## src/rtl/logic_unit_pipe.sv

```systemverilog
// Two-stage valid/ready pipeline around the bitwise gate functions (inv/and/or/xor/nand/nor).
// The result registers also carry zero, all-ones and illegal-opcode flags, plus a count of completed transfers.
module logic_unit_pipe #(
  parameter int WIDTH = 4
) (
  input  logic             clk_i,
  input  logic             reset_i,
  input  logic             in_valid_i,
  output logic             in_ready_o,
  input  logic [WIDTH-1:0] in_a_i,
  input  logic [WIDTH-1:0] in_b_i,
  input  logic [2:0]       in_op_i,
  output logic             out_valid_o,
  input  logic             out_ready_i,
  output logic [WIDTH-1:0] out_y_o,
  output logic             out_zero_o,
  output logic             out_ones_o,
  output logic             out_err_o,
  output logic [7:0]       out_count_o
);
  typedef enum logic [2:0] {
    OP_INV  = 3'b000,
    OP_AND  = 3'b001,
    OP_OR   = 3'b010,
    OP_XOR  = 3'b011,
    OP_NAND = 3'b100,
    OP_NOR  = 3'b101
  } op_e;

  logic [WIDTH-1:0] a_q, b_q;
  logic [2:0]       op_q;
  logic             s1_vld_q;

  logic [WIDTH-1:0] y_q, y_d;
  logic             zero_q, ones_q, err_q, err_d, s2_vld_q;
  logic [7:0]       cnt_q;

  logic s2_free, s1_adv, in_xfer, out_xfer;

  // out_ready feeds straight through to in_ready so a full pipe can refill the same cycle it drains
  assign s2_free    = !s2_vld_q || out_ready_i;
  assign s1_adv     = s1_vld_q && s2_free;
  assign in_ready_o = !s1_vld_q || s2_free;
  assign in_xfer    = in_valid_i && in_ready_o;
  assign out_xfer   = s2_vld_q && out_ready_i;

  always_comb begin
    y_d   = '0;
    err_d = 1'b0;
    case (op_q)
      OP_INV:  y_d = ~a_q;
      OP_AND:  y_d = a_q & b_q;
      OP_OR:   y_d = a_q | b_q;
      OP_XOR:  y_d = a_q ^ b_q;
      OP_NAND: y_d = ~(a_q & b_q);
      OP_NOR:  y_d = ~(a_q | b_q);
      default: err_d = 1'b1;
    endcase
  end

  always_ff @(posedge clk_i) begin
    if (reset_i) begin
      a_q      <= '0;
      b_q      <= '0;
      op_q     <= '0;
      s1_vld_q <= 1'b0;
      y_q      <= '0;
      zero_q   <= 1'b0;
      ones_q   <= 1'b0;
      err_q    <= 1'b0;
      s2_vld_q <= 1'b0;
      cnt_q    <= '0;
    end else begin
      if (in_xfer) begin
        a_q      <= in_a_i;
        b_q      <= in_b_i;
        op_q     <= in_op_i;
        s1_vld_q <= 1'b1;
      end else if (s1_adv) begin
        s1_vld_q <= 1'b0;
      end
      // S2 only loads on advance, so a stalled result never changes
      if (s1_adv) begin
        y_q      <= y_d;
        zero_q   <= (y_d == '0);
        ones_q   <= &y_d;
        err_q    <= err_d;
        s2_vld_q <= 1'b1;
      end else if (out_ready_i) begin
        s2_vld_q <= 1'b0;
      end
      if (out_xfer) cnt_q <= cnt_q + 8'd1;
    end
  end

  assign out_valid_o = s2_vld_q;
  assign out_y_o     = y_q;
  assign out_zero_o  = zero_q;
  assign out_ones_o  = ones_q;
  assign out_err_o   = err_q;
  assign out_count_o = cnt_q;

endmodule

```

## config.mk

```make
export PLATFORM = sky130hd
export DESIGN_NAME = logic_unit_pipe
export DESIGN_NICKNAME = d
export VERILOG_FILES = /design/src/rtl/logic_unit_pipe.sv
export SDC_FILE = /design/constraint.sdc
export NUM_CORES = 1
export LEC_CHECK = 0
export BUFFER_PORTS_ARGS = -buffer_cell sky130_fd_sc_hd__buf_4
export CAP_MARGIN = 20
export CORE_AREA = 2 2 67 69
export DETAILED_ROUTE_END_ITERATION = 6
export DIE_AREA = 0 0 69 71
export MAX_ROUTING_LAYER = met4
export SLEW_MARGIN = 5
export SYNTH_ARGS = -nofsm -noshare
export SYNTH_HDL_FRONTEND = slang
export SYNTH_SLANG_ARGS = --single-unit
```

## constraint.sdc

```tcl
create_clock -name clk_i -period 1.43 [get_ports clk_i]
set_input_delay 0.0715 -clock clk_i [delete_from_list [all_inputs] [get_ports clk_i]]
set_output_delay 0.0715 -clock clk_i [all_outputs]
set_load 0.005 [all_outputs]
```

# After elaboration in Yosys (flattened, before gate mapping)
# Cells that the tools add are included.
[word_totals]
ff_bits = 28
elab_cells = 41
out_inout_bits = 17
input_bits = 15
[classes]
eq_ne = 5
reduce_logical = 13
muxes = 6
add_sub_neg = 1
n_bitwise = 6
[ops]
columns = ["op", "count"]
rows = [
  ["one-hot mux 4 bit (6 select lines)", 1],
  ["NOT 4 bit", 3],
  ["adder 8 x 1 -> 8 bit (second input constant)", 1],
  ["== test 3 x 2 -> 1 bit (second input constant)", 2],
  ["== test 3 bit (second input constant)", 2],
  ["OR reduction 6 bit", 1],
  ["two-way mux 1 bit", 5],
  ["bitwise AND 4 bit", 1],
  ["logical NOT 4 bit", 1],
  ["bitwise OR 4 bit", 1],
  ["AND reduction 4 bit", 1],
  ["nonzero test 2 bit", 2],
  ["bitwise XOR 4 bit", 1],
  ["== test 3 x 1 -> 1 bit (second input constant)", 1],
  ["logical AND 1 bit", 3],
  ["logical NOT 3 bit", 1],
  ["logical NOT 1 bit", 2],
  ["logical OR 1 bit", 2],
]

# Longest topological paths before layout
[logic_depth]
depth_word = 5
ltp_mapped = 7
mapped_depth_nobuf = 7

# Worst setup path before layout
# No wires, ideal clock.
[synth_path]
kind = "register -> register"
start = "reg a_q[2]"
end = "reg zero_q (netlist: out_zero_o)"
path_stages_with_launch = 8
setup_slack_ns = -0.104
arrival_ns = 1.464
required_time_ns = 1.360
period_less_slack_ns = 1.534
n_path_buf = 0
setup_time_ns = 0.070
path_cell_list = "dfxtp_1 -> inv_1 -> ha_1 -> and4b_1 -> a211oi_2 -> o211a_1 -> nand4_1 -> a21oi_1"
[synth_via]
elab_chain_cells = 4
word_cells_on_any_way = 8
classes_between = "mux (1); bitwise (6); reduce/logical (1)"
[synth_lines]
columns = ["element", "line_no", "rtl"]
rows = [
  ["start, declared", "30", "logic [WIDTH-1:0] a_q, b_q;"],
  ["start signal, assigned", "75", "a_q <= in_a_i;"],
  ["bitwise OR 4 bit / bitwise AND 4 bit (equally long branches)", "-", ""],
  ["NOT 4 bit, on equally long branches", "56, 55", ""],
  ["one-hot mux 4 bit (6 select lines) (*)", "50", "case (op_q)"],
  ["logical NOT 4 bit (*)", "85", "zero_q <= (y_d == '0);"],
  ["end signal, assigned", "85", ""],
  ["end, declared", "35", "logic zero_q, ones_q, err_q, err_d, s2_vld_q;"],
]
# Mark *: on every way between the ends. The rest lies on a longest branch, timed or not.
# A chain may end at the register's enable or synchronous reset.

# Final worst setup path
[layout_path]
start = "reg b_q[3]"
end = "reg y_q[3] (netlist: out_y_o[3])"
[layout_via]
elab_chain_cells = 3
word_cells_on_any_way = 6
classes_between = "mux (1); bitwise (5)"
[layout_lines]
columns = ["element", "line_no", "rtl"]
rows = [
  ["start, declared", "30", ""],
  ["start signal, assigned", "76", "b_q <= in_b_i;"],
  ["bitwise OR 4 bit / bitwise AND 4 bit (equally long branches)", "-", ""],
  ["NOT 4 bit, on equally long branches", "56, 55", ""],
  ["one-hot mux 4 bit (6 select lines) (*)", "50", ""],
  ["end signal, assigned", "84", "y_q <= y_d;"],
  ["end, declared", "34", "logic [WIDTH-1:0] y_q, y_d;"],
]
# Marked as above.

==> flow_summary_export.csv <==
group,metric,value,unit
placement,dpl_cell_area,1900,sq um
outcome,violations,"setup timing",
synthesis,synth-async-reset-ratio,0,%
synthesis,syn_nets,200,
timing,hold_viol_final,0,
finish,layout.cells.non_filler,270,
placement,pre_cts_ws,-0.200,ns
grt,grt_pass1_vias,1247,
critical_path,critPathLaunch,"b_q[3]",
synthesis,ys_types,40,
timing,fin_crit,1.54,ns
finish,num-nets-final,243,
synthesis,ys.flop_type,"dfxtp_1",
die,die_w,69,um
timing,worst_slew_pin_slew,0.280,ns
critical_path,start_kind,"register",
finish,fin_util,50.5,%
placement,port_buffers,31,
clocking,cts_tree,"done",
worst_hold_path,hp-class,"primary input to register",
critical_path,path_class,"register to register",
clocking,clock_latency,0.28,ns
routing,antenna_left,0,
critical_path,cp-end-kind,"register",
finish,layout_commonest_cell,"buf_4",
routing,drc,0,
die,ios,32,
critical_path,r2r_slack,-0.11,ns
finish,area_growth,36.9,%
timing,skew,0.00202,ns
critical_path,crit_arrival,1.75,ns
power_and_ir_drop,p_per_area,855,nW/um^2
synthesis,synth.area.top_cells,"dfxtp_1, ha_1, a21oi_1",
clocking,cts_buffers,3,
finish,drive_above_1_share,45.9,%
timing,relSlewSlack,80.8,%
timing,worst_slack,-0.110,ns
critical_path,crit_slowest_cell,"or3b_1",
clocking,cts.sinks,28,
critical_path,worstReg2RegStart,"b_q[3]",
synthesis,syn_inst,176,
timing,fmax,650,MHz
die,initial_utilization,36.9,%
synthesis,synth_edf_count,0,
power_and_ir_drop,power.leakage,0.000887,uW
synthesis,synth_top_area_share,36.1,%
timing,drv_slew,0,
grt,grt_usage,14.1,%
routing,viasPerCell,4.96,
critical_path,crit_path_max_incr_delay,0.36,ns
placement,dpl.cell_count,263,
routing,routed_wl,3.25,mm
job,cap_violations,0,
finish,diodes,0,
synthesis,synth_area,1550,sq um
die,num_rows,24,
routing,num_vias,1339,
outcome,status,"finished with violations",
timing,period_share,108,%
critical_path,cp.required,1.64,ns
finish,mostFrequentLayoutCells,"buf_4, nand2_1, dfxtp_1",
critical_path,endpoint,"out_y_o[3]",
worst_hold_path,hold_start,"in_b_i[3]",
finish,stdcell_area,2120,sq um
synthesis,synth_warnings,0,
synthesis,synth_seq_cells,28,
power_and_ir_drop,peakVddDrop,660,uV
grt,grt_overflow_total,0,
timing,setup_viol,3,
grt,grt_max_degree,30,
placement,gp_congestion,0.795,
grt,antenna_found_initial,0,
die,die_h,71,um
routing,firstDrtPassIters,4,
die,die_area,4900,sq um
clocking,cts_max_path_buffers,2,
routing,wl_per_cell,12.0,um
synthesis,post_synth.cell_area_avg,8.82,sq um
synthesis,synth_area_leader_cell,"dfxtp_1",
critical_path,r2r_cells,6,
clocking,cts_root_buffer,"clkbuf_8",
synthesis,synth-seq-area-share,36.1,%
critical_path,cp_cell_sequence,"ha_2, or3b_1, a21oi_2, nor2_4, buf_4, a211oi_2",
clocking,cts.reportedPaths.clkPinSlew,0.10,ns
placement,dp_hpwl,2.38,mm
critical_path,r2r-end,"out_y_o[3]",
timing,fin_hold_ws,0.0315,ns
grt,grt_pass1_wl,5.58,mm
die,core,4200,sq um
critical_path,cp_max_fo,3,
routing,drt-initial-drc-count,34,
timing,rsz0062_at_grt,"yes",
clocking,cts_max_level,1,
-- metrics by stage --
step,TNS [ns],total power (uW)
6_report,-0.302,1820
5_1_grt,-0.893,1910
4_1_cts,-0.247,1810
3_5_place_dp,-0.706,1150
3_3_place_gp,-0.570,1150
2_1_floorplan,0,1040
-- power by group --
group | internal [uW] | switching [uW] | total, uW
sequential | 812 | 38.6 | 850
combinational | 182 | 149 | 330
clock | 375 | 260 | 636
total | 1370 | 448 | 1820
-- layer usage --
layer | vias to the layer above | share of wire (%) | track usage [%]
li1 | 693 | - | -
met1 | 624 | 46 | 16.6
met2 | 18 | 50 | 24.5
met3 | 4 | 3.4 | 3.56
met4 | 0 | 0.58 | 2.61
met5 | - | 0 | -
-- cell usage after synthesis, types with 3 or more instances --
cell,count
nand3_1,12
a211oi_1,3
dfxtp_1,28
nand2_1,19
and4b_1,3
nor3_1,3
nor2_1,15
and4b_2,3
inv_1,9
buf_6,3
xor2_1,4
ha_1,9
a21oi_1,20
nand4_1,4
clkbuf_1,4
mux2i_1,5
-- worst max-delay path, delay by kind of cell, from the launching register on --
| kind | cells | cell delay (ns) |
|---|---|---|
| AOI/OAI and AO/OA | 2 | 0.39 |
| adders and majority gates | 1 | 0.18 |
| buffers and inverters | 1 | 0.13 |
| DFF | 1 | 0.35 |
| and+or+nand+nor | 2 | 0.42 |
-- state kept, by name, indices dropped and copies added, names as in the netlist --
register and cells:
a_q 4, b_q 4, op_q 3, out_count_o 8, out_err_o 1, out_ones_o 1, out_valid_o 1, out_y_o 4
out_zero_o 1, s1_vld_q 1
-- logic make-up (layout without fill, tap and decap cells) --
kind of cell | Yosys count | count (layout) | synth area share [%]
adder cells (fa/ha/maj) | 9 | 9 | 7.26
AO/OA/AOI/OAI | 33 | 33 | 14.5
flip-flops | 28 | 28 | 36.1
AND/OR/NAND/NOR | 73 | 73 | 26.3
buffers and inverters | 22 | 64 | 9.03
multiplexers | 6 | 6 | 3.95
XOR/XNOR | 5 | 5 | 2.82
-- final cells by class --
cell class / instances / area, sq um
Clock buffer: 3 / 41.3
Clock inverter: 1 / 30.0
Fill cell: 418 / 2080
Inverter: 9 / 36.3
Multi-Input combinational cell: 126 / 958
Sequential cell: 28 / 584
Tap cell: 52 / 65.1
Timing Repair Buffer: 51 / 408
-- worst min-delay path by stage --
stage,endpoint,slack (ns),depth (start not counted)
finish,b_q[3],0.03,3
global route,b_q[0],0.02,3
CTS,a_q[3],0.03,3
detailed placement,a_q[3],0.33,3
global placement,a_q[3],0.33,3
floorplan,b_q[2],0.21,2
-- what timing repair did --
item,4_1_cts,5_1_grt
gates resized for setup,25,13
pin swaps,11,9
buffers inserted,1,2
endpoints found under the setup margin,7,8
hold buffers,0,0
Note: power is estimated with default switching activity, not from simulation.
